==> src/rtl/fetch_unit.sv <==
// Instruction fetch stage: owns the PC, drives the synchronous instruction-memory
// address and presents one instruction per cycle to the control decoder.
module fetch_unit #(
   parameter int unsigned     PC_W      = 8,
   parameter logic [PC_W-1:0] RESET_PC  = '0,
   parameter logic [7:0]      NOP_INSTR = 8'b10111000,
   parameter int unsigned     CNT_W     = 16
) (
   input  logic             clock_i,
   input  logic             resetn_i,
   input  logic             start_i,
   input  logic             stall_i,
   input  logic             branchf_i,
   input  logic             branchb_i,
   input  logic [7:0]       branch_offset_i,
   output logic [PC_W-1:0]  imem_addr_o,
   input  logic [7:0]       imem_rdata_i,
   output logic [7:0]       instruction_o,
   output logic [PC_W-1:0]  pc_o,
   output logic             halted_o,
   output logic [CNT_W-1:0] retired_cnt_o,
   output logic [1:0]       dbg_state_o
);

   typedef enum logic [1:0] {
      S_IDLE = 2'd0,
      S_RUN  = 2'd1,
      S_HALT = 2'd2
   } state_t;

   localparam logic [PC_W-1:0]  PC_ONE  = PC_W'(1);
   localparam logic [CNT_W-1:0] CNT_ONE = CNT_W'(1);
   localparam logic [CNT_W-1:0] CNT_MAX = '1;

   state_t           r_state;
   logic [PC_W-1:0]  r_pc;
   logic [PC_W-1:0]  r_ctrl_pc;
   logic [CNT_W-1:0] r_cnt;
   logic             r_halted;

   state_t           w_state_next;
   logic [PC_W-1:0]  w_pc_next;
   logic [PC_W-1:0]  w_offset;
   logic [7:0]       w_instr;
   logic             w_redirect;
   logic             w_fetch_ok;

   // Branch targets are relative to the instruction the decoder is resolving,
   // not to the one currently being fetched, hence r_ctrl_pc.
   always_comb begin
      w_offset     = PC_W'(branch_offset_i);
      w_redirect   = branchf_i | branchb_i;
      w_state_next = r_state;
      w_pc_next    = r_pc;
      w_instr      = NOP_INSTR;
      w_fetch_ok   = 1'b0;
      case (r_state)
         S_IDLE: begin
            w_pc_next = RESET_PC;
            if (start_i) w_state_next = S_RUN;
         end
         S_RUN: begin
            if (w_redirect) begin
               w_pc_next = branchf_i ? (r_ctrl_pc + w_offset) : (r_ctrl_pc - w_offset);
            end else if (!stall_i) begin
               w_instr    = imem_rdata_i;
               w_fetch_ok = 1'b1;
               if (imem_rdata_i[7:3] == 5'b10001) w_state_next = S_HALT;
               else                               w_pc_next    = r_pc + PC_ONE;
            end
         end
         S_HALT: begin
            w_pc_next = r_pc;
         end
         default: begin
            w_state_next = S_IDLE;
            w_pc_next    = RESET_PC;
         end
      endcase
   end

   always_ff @(posedge clock_i or negedge resetn_i) begin
      if (!resetn_i) begin
         r_state   <= S_IDLE;
         r_pc      <= RESET_PC;
         r_ctrl_pc <= '0;
         r_cnt     <= '0;
         r_halted  <= 1'b0;
      end else begin
         r_state   <= w_state_next;
         r_pc      <= w_pc_next;
         r_ctrl_pc <= r_pc;
         r_halted  <= (w_state_next == S_HALT);
         if (w_fetch_ok && (r_cnt != CNT_MAX)) r_cnt <= r_cnt + CNT_ONE;
      end
   end

   assign imem_addr_o   = w_pc_next;
   assign instruction_o = w_instr;
   assign pc_o          = r_pc;
   assign halted_o      = r_halted;
   assign retired_cnt_o = r_cnt;
   assign dbg_state_o   = r_state;

endmodule

==> config.mk <==
export PLATFORM = sky130hd
export DESIGN_NAME = fetch_unit
export DESIGN_NICKNAME = d
export VERILOG_FILES = /design/src/rtl/fetch_unit.sv
export SDC_FILE = /design/constraint.sdc
export NUM_CORES = 1
export LEC_CHECK = 0
export ABC_CLOCK_PERIOD_IN_PS = 3860
export CELL_PAD_IN_SITES_DETAIL_PLACEMENT = 1
export CELL_PAD_IN_SITES_GLOBAL_PLACEMENT = 2
export CORE_MARGIN = 5
export CORE_UTILIZATION = 30
export DETAILED_ROUTE_END_ITERATION = 6
export PLACE_DENSITY_LB_ADDON = 0.1
export SLEW_MARGIN = 30
export SYNTH_ARGS = -nofsm -noshare
export SYNTH_HDL_FRONTEND = slang
export SYNTH_SLANG_ARGS = --single-unit
==> constraint.sdc <==
create_clock -name clock_i -period 3.86 [get_ports clock_i]
set_input_delay 0.386 -clock clock_i [delete_from_list [all_inputs] [get_ports clock_i]]
set_output_delay 0.386 -clock clock_i [all_outputs]
set_load 0.02 [all_outputs]
==> out/results.tsv, run 1 <==
stage	metric	value	unit
run_status	status	complete, no violations	
worst_setup_path	Reg2Reg Depth	7	
synth	syn_nets	268	
synth	Main synth FF type	dfrtp_1	
synth	Yosys reg bits	35	
routing	drt first-iter violations	67	
global_route	gr ovfl total	0	
synth	syn_area_per_cell	9.430	sq um
synth	Mapped Area	2178	sq um
worst_setup_path	Worst path max stage delay	660	ps
pwr	Seq pwr share	31.6	%
layout	Final nets	337	
synth	fraction of synthesized cell area in xor and xnor cells	9.650	%
pwr	Sw Share	41.79	%
floorplan	Placement Rows	31	
synth	mux cell area share after synthesis	1.551	%
worst_setup_path	crit path DAT	3300	ps
pwr	Int Pwr	1.069	mW
sta	Max-slew headroom	67.23	%
synth	Synth area leaders	dfrtp_1, ha_1, xor2_1, nor2_1, a21oi_1	
sta	RSZ-0062 raised after global routing	no	
sta	highest clock rate	271.0	MHz
synth	cells after synthesis	231	
sta	Final Max Tran Viols	0	
synth	count leader, synth	dfrtp_1	
floorplan	Core Region	7176	sq um
cts	root buf cell	clkbuf_8	
job	Max Cap Viol	0	
cts	CTS clk-pin slew, worst paths	80	ps
pwr	combinational group share of total power	49.8	%
synth	commonest cells in the netlist	dfrtp_1, nor2_1, a21oi_1, nand3_1, xor2_1	
routing	Detailed Route WL	6.172	mm
sta	worst hold margin	43.83	ps
routing	Vias/cell	4.848	
layout	Area growth, synth to finish	39.63	%
worst_setup_path	Crit. End Element	primary output	
pwr	leakage power	1.367	nW
worst_setup_path	WS Path Type	input pin to primary output	
cts	H-tree levels	2	
sta	ratio of final minimum period to clock period	95.61	%
routing	drt pass-1 iters	4	
layout	Ant. Diodes	0	
sta	Final Hold Viols	0	
cts	CTS tree	done	
worst_setup_path	CP Cell Sequence	clkdlybuf4s50_1 -> inv_1 -> ha_1 -> mux2_2 -> ha_1 -> a21oi_1 -> o21bai_1 -> xor2_1 -> a32oi_1 -> a21oi_1 -> clkdlybuf4s50_1	
sta	Final min period	3691	ps
pwr	Pwr Density	604.0	nW/um^2
floorplan	Die X	95.21	um
placement	# port buffers	64	
cts	CTS sink count	35	
placement	dpl hpwl	4.791	mm
worst_hold_path	HP Class	input pin to asynchronous set/reset pin	
floorplan	Die Ht	95.21	um
worst_setup_path	Crit Path Max Fanout	4	
floorplan	# IOs	65	
worst_setup_path	Crit-path slowest cell	clkdlybuf4s50_1	
sta	Worst-Margin Slew	491.0	ps
global_route	vias in the first global route	2036	
pwr	clock power share	18.6	%
layout	sequential cell area	875.8	sq um
global_route	GRT Total Usage	14.51	%
layout	layout cells sized above 1	6.977	%
placement	Place WS	20.84	ps
floorplan	die area	9065	sq um
sta	clock skew	3.631	ps
synth	simple-gate portion of the synthesized area	22.40	%
sta	Sum Neg Setup Slack	0	ps
synth	register area share after synthesis	40.21	%
layout	Layout fillers	826	
cts	Max clock buf depth	2	
worst_setup_path	crit path launch type	input pin	
synth	Synth Area in Compound Gates	13.79	%
synth	combinational family with the most area after synthesis	simple AND/OR/NAND/NOR gates	
cts	Post-CTS Setup Bufs	0	
routing	Residual DRC	0	
placement	dpl cell area	2923	sq um
global_route	largest net degree at the start of global routing	36	
worst_setup_path	CP top delay family	buffers and inverters	
pwr	worst vdd ir	0.3051	mV
layout	design area	3042	sq um
synth	synth warn	0	
floorplan	Starting Density	30.36	%
worst_setup_path	crit path buf inv count	3	
routing	Antenna Nets Post-Route	0	
placement	routability cong.	0.7483	
cts	Hold Buf Count CTS	0	
layout	multi-input combinational cell area	1227	sq um
synth	Cell variety after synth	42	
sta	final setup vio count	0	
synth	cell type with the largest total area after synthesis	dfrtp_1	
synth	Post-synth EDFFs	0	
synth	asr flop ratio synth	100.0	%
routing	Wirelength per Cell	15.43	um
worst_setup_path	worst endpoint required time	3470	ps
cts	Worst-Skew Late Latency	290	ps
routing	via count	1939	
pwr	total power draw	1.837	mW
worst_setup_path	Stages on worst setup path	11	
pwr	Net Switching	0.7678	mW
synth	Synth Area in Adders	8.960	%
cts	total CTS buffers	5	
sta	final worst slack	169.5	ps
global_route	initial antenna violation count	0	
global_route	global-route wire length before repair	10.25	mm
synth	share of the synthesized area in the top cell type	40.21	%
-- metal layers --
metal / vias up / wire, um / global-route usage (%)
li1: 948 / - / -
met1: 939 / 2973 / 19.90
met2: 46 / 2687 / 21.46
met3: 6 / 445 / 5.209
met4: 0 / 65 / 3.966
met5: - / 0 / 0
-- worst register-to-register path, stage by stage (launching register included) --
cell	delay, ps
dfrtp_1	420
inv_1	110
ha_1	390
nor3b_4	520
and2_4	270
and3b_1	240
nand3_1	130
xnor2_1	140
-- flip-flops by register name, summed over array words and instances (netlist names) --
register / flops
retired_cnt_o: 16
pc_o: 8
r_ctrl_pc: 8
dbg_state_o: 2
halted_o: 1
-- path summary, 6_finish.rpt --
| check | startpoint | to | slack (ps) |
|---|---|---|---|
| hold / removal | resetn_i | retired_cnt_o[9]$_DFFE_PN0P_ | 40 |
| max in group asynchronous | resetn_i | r_ctrl_pc[0]$_DFF_PN0_ | 3480 |
| setup reg to reg | dbg_state_o[1]$_DFF_PN0_ | retired_cnt_o[11]$_DFFE_PN0P_ | 1530 |
| min in group clock_i | pc_o[7]$_DFF_PN0_ | r_ctrl_pc[7]$_DFF_PN0_ | 480 |
| hold reg to reg | pc_o[7]$_DFF_PN0_ | r_ctrl_pc[7]$_DFF_PN0_ | 480 |
| setup / recovery | branch_offset_i[1] | imem_addr_o[3] | 170 |
-- power by group through the flow --
stage	logic, mW	registers [mW]	clock network (mW)
floorplan	0.466	0.637	0
global placement	0.924	0.588	0
detailed placement	0.926	0.588	0
CTS	0.930	0.583	0.355
global route	0.999	0.600	0.366
finish	0.915	0.581	0.341
-- layout make-up --
class | count | area share [%]
Tap cell | 99 | 4.072
Inverter | 12 | 1.481
Sequential cell | 35 | 28.79
Timing Repair Buffer | 66 | 21.60
Clock buffer | 5 | 2.262
Clock inverter | 3 | 1.440
Multi-Input combinational cell | 180 | 40.35
-- repair_timing --
item,CTS,global route
endpoints found under the setup margin,1,2
resized for setup,1,2
gates cloned,0,0
-- placed cells by master (no fill, tap or decap), drive strengths merged, types with 7 or more instances in the layout --
cell type,count
dfrtp,35
nand2,15
nand3,16
nor3,7
o21ai,9
inv,12
nor2,25
ha,14
xor2,16
xnor2,8
a21oi,16
a31oi,9
clkdlybuf4s50,60
-- logic make-up (layout without fill, tap and decap cells) --
family	after synthesis	in the layout
xor+xnor	24	24
compound gates	48	48
fa+ha+maj	15	15
flops	35	35
simple gates	90	90
buf+inv	16	86
mux	3	3
-- stage by stage --
stage / util [%] / cells
after detailed placement: 40.73 / 392
after global placement: 40.73 / 392
after floorplan: - / 231
after CTS: 42.28 / 400
final: 42.39 / 400
after global routing: 42.39 / 400
Note: power is estimated with default switching activity, not from simulation.
==> inputs of run 2 (changes only) <==
RECOVER_POWER = 50   (was unset)
REMOVE_ABC_BUFFERS = 1   (was unset)
==> run 2 against run 1 <==
The run now ends with max-capacitance violations, max-slew violations left. Critical path depth did not move. Clock-buffer cell count is 1 higher. Hold slack better by 420 ps. Sequential power is essentially flat. First-iteration DRC count down 30%. Sequential share of layout area about the same. Via count fell by 0.83%. Final cell count up 1.0%. Fmax grew 0.97%. Routed wire length fell by 0.70%. Sequential cell count unchanged. Critical endpoint unchanged. Largest power group unchanged.
==> out/results.tsv, run 2 (synthesis gave the netlist of run 1 again) <==
stage	metric	value	unit	change
layout	most common cell after layout, fill and taps aside	clkdlybuf4s50_1		
worst_setup_path	WS Path Type	input pin to primary output		
routing	Detailed Route WL	6.129	mm	-0.70%
cts	CTS sink count	35		unchanged
global_route	initial antenna violation count	0		unchanged
worst_setup_path	Reg2Reg Depth	8		+1
sta	highest clock rate	273.6	MHz	+0.97%
global_route	largest net degree at the start of global routing	36		unchanged
cts	Max clock buf depth	2		unchanged
placement	dpl hpwl	4.723	mm	-1.4%
cts	H-tree levels	2		unchanged
sta	ratio of final minimum period to clock period	94.69	%	-0.92 points
cts	Post-CTS Setup Bufs	0		unchanged
pwr	Seq pwr share	32.9	%	+1.3 points
floorplan	Core Region	7176	sq um	unchanged
sta	Final min period	3655	ps	-35.43 ps
worst_setup_path	reg-to-reg setup timing slack	1530	ps	about the same
pwr	Sw Share	42.96	%	+1.2 points
floorplan	Die Ht	95.21	um	unchanged
placement	# port buffers	64		unchanged
layout	commonest cells after routing, fill and taps aside	clkdlybuf4s50_1, dfrtp_1, nor2_1		
worst_setup_path	crit path DAT	3270	ps	-30 ps
global_route	vias in the first global route	2109		+3.6%
sta	final setup vio count	0		unchanged
floorplan	Starting Density	30.36	%	unchanged
sta	Sum Neg Setup Slack	0	ps	unchanged
sta	Final Hold Viols	0		unchanged
sta	Worst-Margin Slew	1967	ps	+1476 ps
sta	worst hold margin	461.4	ps	+417.6 ps
cts	total CTS buffers	5		unchanged
sta	clock skew	4.783	ps	+1.152 ps
sta	Final Max Tran Viols	36		+36
routing	Vias/cell	4.760		-1.8%
layout	Layout fillers	836		+1.2%
routing	via count	1923		-0.83%
layout	Area growth, synth to finish	39.75	%	about the same
global_route	global-route wire length before repair	10.21	mm	-0.47%
cts	CTS clk-pin slew, worst paths	80	ps	about the same
worst_setup_path	worst reg2reg endpoint	retired_cnt_o[11]$_DFFE_PN0P_		
cts	Worst-Skew Late Latency	290	ps	about the same
layout	layout cells sized above 1	7.541	%	+0.56 points
worst_setup_path	reg2reg start	dbg_state_o[1]$_DFF_PN0_		
routing	drt pass-1 iters	4		unchanged
layout	Largest register FFs	16		unchanged
cts	root buf cell	clkbuf_8		
layout	fin cells	404		+1.0%
run_status	failing checks	max-capacitance violations, max-slew violations		
layout	design area	3044	sq um	about the same
worst_hold_path	HP Class	register to register		
pwr	clock power share	15.3	%	-3.3 points
sta	RSZ-0062 raised after global routing	no		
pwr	Int Pwr	1.007	mW	-5.9%
sta	Max-slew headroom	-31.11	%	-98 points
placement	DP Cell Count	396		+1.0%
worst_setup_path	Critical Path Sink	imem_addr_o[3]		
cts	CTS tree	done		
worst_setup_path	Crit. Startpoint	branch_offset_i[0]		
routing	Antenna Nets Post-Route	0		unchanged
worst_setup_path	crit path launch type	input pin		
worst_setup_path	Crit. End Element	primary output		
pwr	combinational group share of total power	51.8	%	+2.0 points
worst_setup_path	worst endpoint required time	3470	ps	about the same
global_route	GRT Total Usage	14.58	%	+0.076 points
job	Max Cap Viol	1		+1
pwr	Net Switching	0.7580	mW	-1.3%
routing	Wirelength per Cell	15.17	um	-1.7%
routing	drt first-iter violations	47		-30%
placement	dpl cell area	2953	sq um	+1.0%
run_status	status	complete, but fails checks		
pwr	leakage power	1.414	nW	+3.4%
global_route	gr ovfl total	0		unchanged
worst_setup_path	Crit Path Max Fanout	3		-1
layout	Ant. Diodes	0		unchanged
floorplan	Die X	95.21	um	unchanged
floorplan	Placement Rows	31		unchanged
floorplan	die area	9065	sq um	unchanged
pwr	worst vdd ir	0.3404	mV	+12%
placement	routability cong.	0.7337		-2.0%
pwr	Pwr Density	579.7	nW/um^2	-4.0%
layout	Final nets	341		+1.2%
floorplan	# IOs	65		unchanged
routing	Residual DRC	0		unchanged
## run 2: power by group through the flow
stage	combinational (mW)	clock, mW	sequential, mW
final	0.914	0.270	0.580
after global routing	1.01	0.293	0.605
after CTS	0.944	0.279	0.586
after detailed placement	0.935	0	0.590
after global placement	0.931	0	0.588
after floorplan	0.462	0	0.637
## run 2: worst max-delay path: stages
cell and delay (ps):
clkdlybuf4s50_1 500, inv_1 60, ha_1 280, mux2_2 270, ha_1 270, a21oi_1 200, o21bai_1 110, xor2_1 170
a32oi_1 120, a21oi_1 250, clkdlybuf4s50_1 660
## run 2: per-stage QoR
stage	total power, mW	setup slack (ps)	utilization (%)
detailed placement	1.525	31.76	41.15
CTS	1.810	26.65	42.34
global placement	1.519	52.24	41.15
finish	1.765	204.9	42.42
global route	1.904	15.15	42.42
floorplan	1.100	1237	-
## run 2: final cells by class
type                            count  area [sq um]  area share, %
Tap cell                           99         123.9          4.069
Timing Repair Buffer               70         686.9          22.56
Clock inverter                      2         12.51         0.4110
Inverter                           12         45.04          1.480
Clock buffer                        6         72.57          2.384
Multi-Input combinational cell    180          1227          40.32
Sequential cell                    35         875.8          28.77
## run 2: routing by layer
metal / vias to the layer above / GRT usage, % / routed length [um] / part of all wire [%]
met5: - / 0 / 0 / 0
met4: 0 / 4.688 / 86 / 1.4
met3: 6 / 4.736 / 384 / 6.3
met2: 48 / 23.15 / 2765 / 45
met1: 912 / 18.72 / 2893 / 47
li1: 957 / - / - / -
## run 2: what timing repair did
action / CTS / global route
resized for setup: 0 / 3
hold buffers: 0 / 0
endpoints found under the hold margin: 0 / 0
endpoints found under the setup margin: 0 / 3
## run 2: worst min path at each step
stage / startpoint / end / cells past startpoint
after floorplan: resetn_i / dbg_state_o[0]$_DFF_PN0_ / 0
after global placement: pc_o[6]$_DFF_PN0_ / r_ctrl_pc[6]$_DFF_PN0_ / 0
after detailed placement: pc_o[6]$_DFF_PN0_ / r_ctrl_pc[6]$_DFF_PN0_ / 0
after CTS: resetn_i / halted_o$_DFF_PN0_ / 1
after global routing: pc_o[6]$_DFF_PN0_ / r_ctrl_pc[6]$_DFF_PN0_ / 0
final: pc_o[6]$_DFF_PN0_ / r_ctrl_pc[6]$_DFF_PN0_ / 0
